[src/rtl/pwm_glow_pkg.sv]
// Shared encodings for the multi-channel PWM glow driver.
package pwm_glow_pkg;

  typedef enum logic [1:0] {
    MODE_OFF     = 2'd0,
    MODE_ON      = 2'd1,
    MODE_FIXED   = 2'd2,
    MODE_BREATHE = 2'd3
  } mode_t;

  localparam logic DIR_UP = 1'b0;
  localparam logic DIR_DN = 1'b1;

endpackage

[src/rtl/pwm_glow_channel.sv]
// One LED channel: pending/active configuration, breathing ramp and the
// registered LED compare against the shared PWM counter.
module pwm_glow_channel
  import pwm_glow_pkg::*;
#(
  parameter int PWM_WIDTH = 8
) (
  input  logic                 clk,
  input  logic                 rst,
  input  logic                 wr,
  input  mode_t                wr_mode,
  input  logic [PWM_WIDTH-1:0] wr_duty,
  input  logic                 boundary,
  input  logic                 step,
  input  logic [PWM_WIDTH-1:0] cnt,
  output logic                 led
);

  mode_t                mode_p;
  logic [PWM_WIDTH-1:0] duty_p;
  logic                 dirty;

  mode_t                mode;
  logic [PWM_WIDTH-1:0] peak;
  logic [PWM_WIDTH-1:0] level;
  logic                 dir;

  mode_t                nxt_mode_p;
  logic [PWM_WIDTH-1:0] nxt_duty_p;
  logic                 upd;
  mode_t                eff_mode;
  logic [PWM_WIDTH-1:0] eff_peak;
  logic [PWM_WIDTH-1:0] level_n;
  logic [PWM_WIDTH-1:0] peak_n;
  logic                 dir_n;

  // Pending set as seen at this edge; a write on the boundary cycle is folded
  // in here so it reaches the active set at the same edge.
  always_comb begin
    nxt_mode_p = wr ? wr_mode : mode_p;
    nxt_duty_p = wr ? wr_duty : duty_p;
    upd        = wr | dirty;
    eff_mode   = upd ? nxt_mode_p : mode;
    eff_peak   = upd ? nxt_duty_p : peak;
  end

  // Active-set update applied at a boundary edge: config transfer first,
  // then a ramp step if the channel keeps breathing without being clamped.
  always_comb begin
    level_n = level;
    peak_n  = peak;
    dir_n   = dir;
    case (eff_mode)
      MODE_FIXED: begin
        if (upd) level_n = nxt_duty_p;
      end
      MODE_BREATHE: begin
        peak_n = eff_peak;
        if (mode != MODE_BREATHE) begin
          level_n = '0;
          dir_n   = DIR_UP;
        end else if (level > eff_peak) begin
          level_n = eff_peak;
          dir_n   = DIR_DN;
        end else if (step) begin
          if (dir == DIR_UP) begin
            if (level < eff_peak) level_n = level + 1'b1;
            else                  dir_n   = DIR_DN;
          end else begin
            if (level != '0) level_n = level - 1'b1;
            else             dir_n   = DIR_UP;
          end
        end
      end
      default: ;
    endcase
  end

  // Configuration registers, active set and LED drive.
  always_ff @(posedge clk or posedge rst) begin
    if (rst) begin
      mode_p <= MODE_OFF;
      duty_p <= '0;
      dirty  <= 1'b0;
      mode   <= MODE_OFF;
      peak   <= '0;
      level  <= '0;
      dir    <= DIR_UP;
      led    <= 1'b0;
    end else begin
      mode_p <= nxt_mode_p;
      duty_p <= nxt_duty_p;
      dirty  <= boundary ? 1'b0 : upd;
      if (boundary) begin
        mode  <= eff_mode;
        peak  <= peak_n;
        level <= level_n;
        dir   <= dir_n;
      end
      case (mode)
        MODE_OFF: led <= 1'b0;
        MODE_ON:  led <= 1'b1;
        default:  led <= (cnt < level);
      endcase
    end
  end

endmodule

[src/rtl/pwm_glow_multi.sv]
// Multi-channel PWM LED driver: shared PWM counter, ramp prescaler,
// boundary tick and config write decode feeding per-channel slices.
module pwm_glow_multi
  import pwm_glow_pkg::*;
#(
  parameter int CHANNELS  = 4,
  parameter int PWM_WIDTH = 8,
  parameter int RAMP_DIV  = 4
) (
  input  logic                                               clk,
  input  logic                                               rst,
  input  logic                                               cfg_we,
  input  logic [((CHANNELS > 1) ? $clog2(CHANNELS) : 1)-1:0] cfg_ch,
  input  logic [1:0]                                         cfg_mode,
  input  logic [PWM_WIDTH-1:0]                               cfg_duty,
  output logic [CHANNELS-1:0]                                led,
  output logic                                               period_tick
);

  localparam int CH_W = (CHANNELS > 1) ? $clog2(CHANNELS) : 1;
  localparam int PR_W = (RAMP_DIV > 1) ? $clog2(RAMP_DIV) : 1;
  localparam logic [PWM_WIDTH-1:0] CNT_LAST   = '1;
  localparam logic [PWM_WIDTH-1:0] CNT_PRE    = CNT_LAST - PWM_WIDTH'(1);
  localparam logic [PR_W-1:0]      PRESC_LAST = PR_W'(RAMP_DIV - 1);

  logic [PWM_WIDTH-1:0] cnt;
  logic [PR_W-1:0]      presc;
  logic                 boundary;
  logic                 step;
  logic                 in_range;
  mode_t                wr_mode;

  // Boundary/step strobes and write qualification.
  always_comb begin
    boundary = (cnt == CNT_LAST);
    step     = boundary && (presc == PRESC_LAST);
    in_range = (32'(cfg_ch) < 32'(CHANNELS));
    wr_mode  = mode_t'(cfg_mode);
  end

  // Free-running counter, boundary-counting prescaler and registered tick
  // (raised on the edge into cnt == max so it is high during that cycle).
  always_ff @(posedge clk or posedge rst) begin
    if (rst) begin
      cnt         <= '0;
      presc       <= '0;
      period_tick <= 1'b0;
    end else begin
      cnt         <= cnt + 1'b1;
      period_tick <= (cnt == CNT_PRE);
      if (boundary) presc <= (presc == PRESC_LAST) ? '0 : presc + 1'b1;
    end
  end

  for (genvar i = 0; i < CHANNELS; i++) begin : g_ch
    pwm_glow_channel #(
      .PWM_WIDTH(PWM_WIDTH)
    ) u_ch (
      .clk      (clk),
      .rst      (rst),
      .wr       (cfg_we && in_range && (cfg_ch == CH_W'(i))),
      .wr_mode  (wr_mode),
      .wr_duty  (cfg_duty),
      .boundary (boundary),
      .step     (step),
      .cnt      (cnt),
      .led      (led[i])
    );
  end

endmodule
[config.mk]
export PLATFORM = sky130hd
export DESIGN_NAME = pwm_glow_multi
export DESIGN_NICKNAME = d
export VERILOG_FILES = /design/src/rtl/pwm_glow_pkg.sv /design/src/rtl/pwm_glow_channel.sv /design/src/rtl/pwm_glow_multi.sv
export SDC_FILE = /design/constraint.sdc
export NUM_CORES = 1
export LEC_CHECK = 0
export CORE_UTILIZATION = 64
export CTS_CLUSTER_SIZE = 25
export DETAILED_ROUTE_END_ITERATION = 6
export PLACE_DENSITY = 0.79
export SYNTH_ARGS = -nofsm -noshare
export SYNTH_HDL_FRONTEND = slang
export SYNTH_SLANG_ARGS = --single-unit
[constraint.sdc]
create_clock -name clk -period 10.9 [get_ports clk]
set_input_delay 1.635 -clock clk [delete_from_list [all_inputs] [get_ports clk]]
set_output_delay 1.635 -clock clk [all_outputs]
set_load 0.005 [all_outputs]
== After elaboration in Yosys (flattened, before gate mapping) ==
Cells that the tools add are included.

* Bits in registers: 135
* Input port bits: 15
* Output and inout bits: 5
* Word-level logic and storage cells: 214

* Add/sub/neg operators: 10
* Magnitude comparators: 12
* Eq/ne operators: 38
* Multiplexer cells: 81
* Bitwise logic cells: 4
* Reduce and logical (&&, ||, !) cells: 34

{| class="wikitable"
|+ Operators by type and width
! operator !! number
|-
| 8-bit 2-to-1 mux || 36
|-
| 8-bit less-than comparator || 8
|-
| 8-bit case mux with 2 select lines || 4
|-
| 8-bit by 1-bit adder with 8-bit output (second input constant) || 5
|-
| 8-bit > comparator || 4
|-
| 8-bit nonzero test || 4
|-
| 8-bit by 1-bit subtractor with 8-bit output (second input constant) || 4
|-
| 1-bit 2-to-1 mux || 28
|-
| 6-bit AND reduction || 4
|-
| 2-bit equality test (second input constant) || 11
|-
| 5-bit by 1-bit != test with 1-bit output (second input constant) || 4
|-
| 5-bit != test (second input constant) || 4
|-
| 2-bit 2-to-1 mux || 9
|-
| 8-bit equality test (second input constant) || 2
|-
| 4-bit by 2-bit != test with 1-bit output (second input constant) || 3
|-
| 3-bit AND reduction || 4
|-
| 3-bit nonzero test || 4
|-
| 2-bit by 1-bit equality test with 1-bit output (second input constant) || 5
|-
| 2-bit logical NOT || 5
|-
| 2-bit by 1-bit != test with 1-bit output (second input constant) || 4
|-
| 2-bit != test (second input constant) || 4
|-
| 1-bit case mux with 2 select lines || 4
|-
| 2-bit AND reduction || 4
|-
| 2-bit nonzero test || 4
|-
| 4 further kinds || 11
|}

== Longest topological paths before layout ==
* Word-level depth: 11
* Depth in mapped cells: 18
* Depth with buffers taken out: 15

== By module ==
From an unflattened synthesis, not the netlist that was laid out.

* Cells, all modules: 1,000
* Area, all modules: 9,466.6 um^2

{| class="wikitable"
|+ By module, submodules not included
! module !! times used !! cells each !! area each (um^2) !! seq. area each (um^2)
|-
| pwm_glow_channel at g_ch[0].u_ch ... || 3 || 238 || 2,238.4 || 775.7
|-
| pwm_glow_channel at g_ch[3].u_ch || 1 || 242 || 2,223.4 || 775.7
|-
| pwm_glow_multi || 1 || 44 || 528.0 || 275.3
|}

== Worst setup path before layout ==
No wires, ideal clock.

* Kind: input port to flip-flop
* Start: in cfg_ch[1] in the netlist's numbering
* End: reg g_ch[1].u_ch.level[1]
* Setup time: 125 ps
* Arrival: 5,015 ps
* Data required time: 10,775 ps
* Path slack: 5,760 ps
* Cell stages on the path: 18
* Buffers on the path: 4
* Cells stage by stage: buf_6 nand3b_1 nand2b_1 clkbuf_1 clkbuf_1 nor2_1 a21oi_1 inv_1 ha_1 nor2b_1 o21a_1 o21ai_0 a21oi_1 or2_2 a221oi_1 or3_1 buf_2 mux2_2

* Longest elaborated chain between the ends: 8
* Elaborated cells on any way between the ends: 21
* Those cells by class: order compare (2); eq/ne (7); mux (8); bitwise (1); reduce/logical (3)

{| class="wikitable"
|+ Ends and longest elaborated chain
! item !! line !! source
|-
| from (decl) || pwm_glow_multi.sv:13 || <nowiki>input logic [((CHANNELS > 1) ? $clog2(CHANNELS) : 1)-1:0] cfg_ch,</nowiki>
|-
| 2-bit by 1-bit equality test with 1-bit output (*) || pwm_glow_multi.sv:61 || <nowiki>.wr (cfg_we && in_range && (cfg_ch == CH_W'(i))),</nowiki>
|-
| 1-bit logical AND (*) || pwm_glow_multi.sv:61 ||
|-
| 8-bit 2-to-1 mux / 1-bit bitwise OR (equally long branches) || pwm_glow_channel.sv:41, pwm_glow_channel.sv:42 ||
|-
| 8-bit 2-to-1 mux || pwm_glow_channel.sv:44 || <nowiki>eff_peak = upd ? nxt_duty_p : peak;</nowiki>
|-
| 8-bit > comparator || pwm_glow_channel.sv:62 || <nowiki>end else if (level > eff_peak) begin</nowiki>
|-
| 8-bit 2-to-1 mux || pwm_glow_channel.sv:62 ||
|-
| 8-bit 2-to-1 mux || pwm_glow_channel.sv:59 || <nowiki>if (mode != MODE_BREATHE) begin</nowiki>
|-
| 8-bit case mux with 2 select lines || pwm_glow_channel.sv:53 || <nowiki>case (eff_mode)</nowiki>
|-
| to (signal assigned) || pwm_glow_channel.sv:97 || <nowiki>level <= level_n;</nowiki>
|-
| to (decl) || pwm_glow_channel.sv:25 || <nowiki>logic [PWM_WIDTH-1:0] level;</nowiki>
|}

Mark *: on every way between the ends. The rest lies on a longest branch, timed or not. The select of a mux whose other input is x is not followed.
A chain may end at the register's enable or synchronous reset.

== Worst setup path after layout ==
* Start: in cfg_ch[0] in the netlist's numbering
* End: reg g_ch[1].u_ch.level[4]

The elaborated chain is that of the path after synthesis.

==> reports/qor.txt <==
Cell mode on critical path: sky130_fd_sc_hd__a21oi_1
CP arrival: 6.46 ns
Worst path slowest cell: sky130_fd_sc_hd__nand2b_1
Worst-skew pair later-pin latency: 0.43 ns
Maximum number of pins on one net before global-route repair: 80
Routed wirelength normalized by instance count: 18.6 microns
First-pass GRT wire length: 36100 microns
Tcrit/Tclk final: 56.4%
Post-synthesis cell count: 966
Initial Util: 65.9%
Post-synth EDFFs: 0
Max frequency: 0.163 GHz
Origin of the worst min-delay path: g_ch[2].u_ch.peak[7]
Worst R2R End: g_ch[3].u_ch.level[3]
Cell class contributing the biggest share of worst-path delay: simple AND/OR/NAND/NOR gates
Count of warnings emitted by yosys: 0
1st-pass router iterations: 5
Number of distinct standard cells referenced by the synthesized netlist: 66
Placed Cells incl. Taps: 1133
Overall routed net length: 21700 microns
Total gr overflow: 0
Mapped Nets: 1068
Count of non-filler cells in the finished layout: 1164
RSZ-0062 raised after global routing: no
Die area: 14800 sq um
Area growth from synthesis to layout: 9.53%
H-tree levels: 4
Top Ports: 20
Multi-input logic area: 5220 sq um
Detail Placement HPWL: 15100 microns
Source of the critical timing path: cfg_ch[0]
Total core area: 13900 sq um
Worst hold slack: 0.482 ns
Clock-pin slew of the registers on the worst-case setup and hold paths: 0.06 ns
Worst-Margin Slew: 1.10 ns
Primary flip-flop cell chosen by synthesis mapping: sky130_fd_sc_hd__dfrtp_1
Post-synthesis sequential area ratio: 36.8%
Power Total: 1.38 mW
Power per standard cell area: 137 nW/um^2
Top cell type by total area after synthesis: sky130_fd_sc_hd__dfrtp_1
Setup WS pre-CTS: 4.34 ns
Buffer depth of the longest clock path: 2
Endpoint kind of the worst setup timing path: flip-flop
Net count of the finished layout: 1074
Highest-count cells in the layout ignoring fill and taps: 135 x sky130_fd_sc_hd__dfrtp_1, 106 x sky130_fd_sc_hd__inv_1, 83 x sky130_fd_sc_hd__ha_1
Type of the tightest min-delay check: flip-flop to flip-flop
Antenna-violating nets left: 0
VDD IR-drop max: 0.134 mV
Vias/cell: 6.19
Capture endpoint of the worst hold path: g_ch[2].u_ch.peak[7]
Count of pins over their slew limit: 0
Required time at the endpoint of the critical path: 11.21 ns
Critical path start-end classification: input pin to flip-flop
Num Clock Sinks: 135
Final routed DRC violation total: 0
Antenna violations before repair: 0
Max cap viols: 0
Post-synthesis sequential element count: 135
Global placement routability congestion: 0.899
Maximum fanout along the worst path: 18
Area share of the leading cell type in the synthesized netlist: 36.8%
Quantity of gates resized following cts: 0
Number of CTS-inserted buffers: 17
Final setup vio count: 0
R2r worst-path depth: 13
Largest stage delay on the critical path: 0.80 ns
Port-buffer cells: 19
Final setup margin: 4.75 ns
Cell depth of the worst hold path: 2
Fraction of final layout cells with drive strength greater than 1: 9.65%
Sort of element at the start of the critical path: input pin
Mean post-synth cell area: 9.50 sq um
Main area contributors after synthesis: sky130_fd_sc_hd__dfrtp_1 37%, sky130_fd_sc_hd__ha_1 11%, sky130_fd_sc_hd__mux2i_1 6.4%
Post-synthesis cell area: 9180 sq um
Cells traversed along the worst timing path: clkdlybuf4s50_1 > nand3b_1 > nand2b_1 > nor2_1 > a21oi_1 > inv_1 > ha_1 > nor2b_1 > o21a_1 > o21ai_0 > a21oi_1 > or2_2 > a221oi_1 > or3_1 > mux2_2
Post-CTS Setup Inserts: 0
Reported leakage power: 5.13 nW
Commonest non-fill, non-tap cell in the layout: sky130_fd_sc_hd__dfrtp_1
Slew headroom: 26.6%
Total vias in the final route: 7206
Critical path buffers and inverters: 2
Number of cell rows: 43
Via count of the first global-routing pass: 7194
Die W: 122 microns
Status: complete, no violations
Reg2Reg Launch Point: g_ch[3].u_ch.dirty
Number of antenna diodes: 0
Fillers: 1018
Flip-flop and latch area: 3380 sq um
Register-to-register setup slack: 7.05 ns
Setup tns final: 0 ns
Asr flop ratio synth: 100%
Final hold violation count: 0
Vertical extent of the die: 122 microns
Crit path time final: 6.15 ns
Detailed router's first-iteration violation count: 631
CTS Hold Buffers Added: 0
Master cell of the clock root buffer: sky130_fd_sc_hd__clkbuf_16
Total GRT Usage: 31.8%
Final worst clock skew: 0.00668 ns
TritonCTS clock tree: done
-- area by class of cell --
type                            instances  share of cell area (%)
Timing Repair Buffer                   22                    2.12
Sequential cell                       135                    33.6
Clock buffer                           19                    4.51
Clock inverter                         12                    1.52
Tap cell                              180                    2.24
Multi-Input combinational cell        689                    52.0
Inverter                              107                    4.05
-- synth_stat cells, types with 3 or more instances --
cell type	n
sky130_fd_sc_hd__a211oi_1	4
sky130_fd_sc_hd__nor2b_1	10
sky130_fd_sc_hd__nor3_1	13
sky130_fd_sc_hd__o21a_1	4
sky130_fd_sc_hd__inv_1	107
sky130_fd_sc_hd__a21oi_1	54
sky130_fd_sc_hd__buf_4	5
sky130_fd_sc_hd__and4_1	4
sky130_fd_sc_hd__o21bai_1	4
sky130_fd_sc_hd__nand2b_1	12
sky130_fd_sc_hd__nor3b_1	4
sky130_fd_sc_hd__mux2_2	48
sky130_fd_sc_hd__xor2_1	6
sky130_fd_sc_hd__o41ai_1	3
sky130_fd_sc_hd__o211ai_1	7
sky130_fd_sc_hd__dfrtp_1	135
sky130_fd_sc_hd__buf_2	7
sky130_fd_sc_hd__o21ai_0	52
sky130_fd_sc_hd__ha_1	83
sky130_fd_sc_hd__a21o_1	37
sky130_fd_sc_hd__xnor2_1	31
sky130_fd_sc_hd__nor2_1	55
sky130_fd_sc_hd__a31oi_1	4
sky130_fd_sc_hd__nand4_1	12
sky130_fd_sc_hd__o22ai_1	18
sky130_fd_sc_hd__nand3_1	12
sky130_fd_sc_hd__nor4_1	5
sky130_fd_sc_hd__mux2i_1	59
sky130_fd_sc_hd__and2_1	6
sky130_fd_sc_hd__a221oi_1	3
sky130_fd_sc_hd__o22a_1	8
sky130_fd_sc_hd__and3_1	10
sky130_fd_sc_hd__fa_1	4
sky130_fd_sc_hd__o31a_1	4
sky130_fd_sc_hd__nand2_1	71
sky130_fd_sc_hd__clkbuf_1	19
-- registers in the layout, indices dropped and copies added (netlist names), 8 cells and up --
register	flops
cnt	8
g_ch.u_ch.duty_p	32
g_ch.u_ch.level	32
g_ch.u_ch.mode	8
g_ch.u_ch.mode_p	8
g_ch.u_ch.peak	32
-- power breakdown --
| part | internal [mW] | switching [mW] | total [mW] |
|---|---|---|---|
| sequential | 0.529 | 0.0102 | 0.539 |
| combinational | 0.0934 | 0.149 | 0.243 |
| clock | 0.369 | 0.224 | 0.594 |
| total | 0.992 | 0.384 | 1.38 |
-- how the worst max path moves through the flow --
stage / endpoint / slack, ns / cells past startpoint
4_1_cts: g_ch[1].u_ch.level[4] / 4.75 / 15
5_1_grt: g_ch[1].u_ch.level[4] / 4.35 / 15
2_1_floorplan: cnt[0] / 5.65 / 1
3_3_place_gp: g_ch[1].u_ch.level[1] / 4.50 / 15
3_5_place_dp: g_ch[1].u_ch.level[4] / 4.34 / 15
6_report: g_ch[1].u_ch.level[4] / 4.75 / 15
-- worst register-to-register path, cell delays in order (launching register included) --
cell,delay (ns)
sky130_fd_sc_hd__dfrtp_1,0.51
sky130_fd_sc_hd__nand2b_1,0.43
sky130_fd_sc_hd__nor2_1,0.08
sky130_fd_sc_hd__a21oi_1,0.25
sky130_fd_sc_hd__inv_1,0.09
sky130_fd_sc_hd__ha_1,0.33
sky130_fd_sc_hd__a41o_1,0.19
sky130_fd_sc_hd__a221oi_1,0.38
sky130_fd_sc_hd__o31a_1,0.21
sky130_fd_sc_hd__o211ai_2,0.13
sky130_fd_sc_hd__nand2_2,0.25
sky130_fd_sc_hd__inv_1,0.10
sky130_fd_sc_hd__o31a_1,0.44
sky130_fd_sc_hd__mux2_2,0.33
-- through the flow --
step | instance area, sq um | utilization, %
floorplan | 9180 | -
global placement | 9450 | 67.8
detailed placement | 9450 | 67.8
CTS | 10100 | 72.1
global route | 10100 | 72.1
finish | 10100 | 72.1
-- kinds of logic after synthesis --
family | Yosys count | synth area share, %
adder cells (fa/ha/maj) | 87 | 12.2
flip-flops | 135 | 36.8
AO/OA/AOI/OAI | 234 | 17.0
XOR/XNOR | 37 | 3.53
multiplexers | 108 | 12.4
buffers and inverters | 142 | 6.27
AND/OR/NAND/NOR | 223 | 11.8
-- layer usage --
layer	track usage [%]	routed length (microns)	up-vias
met4	13.2	591	0
met1	42.5	9640	3498
met3	5.95	1170	40
met5	0	0	-
li1	-	-	3449
met2	50.9	10300	219
Power figures use the tool's default switching activity.
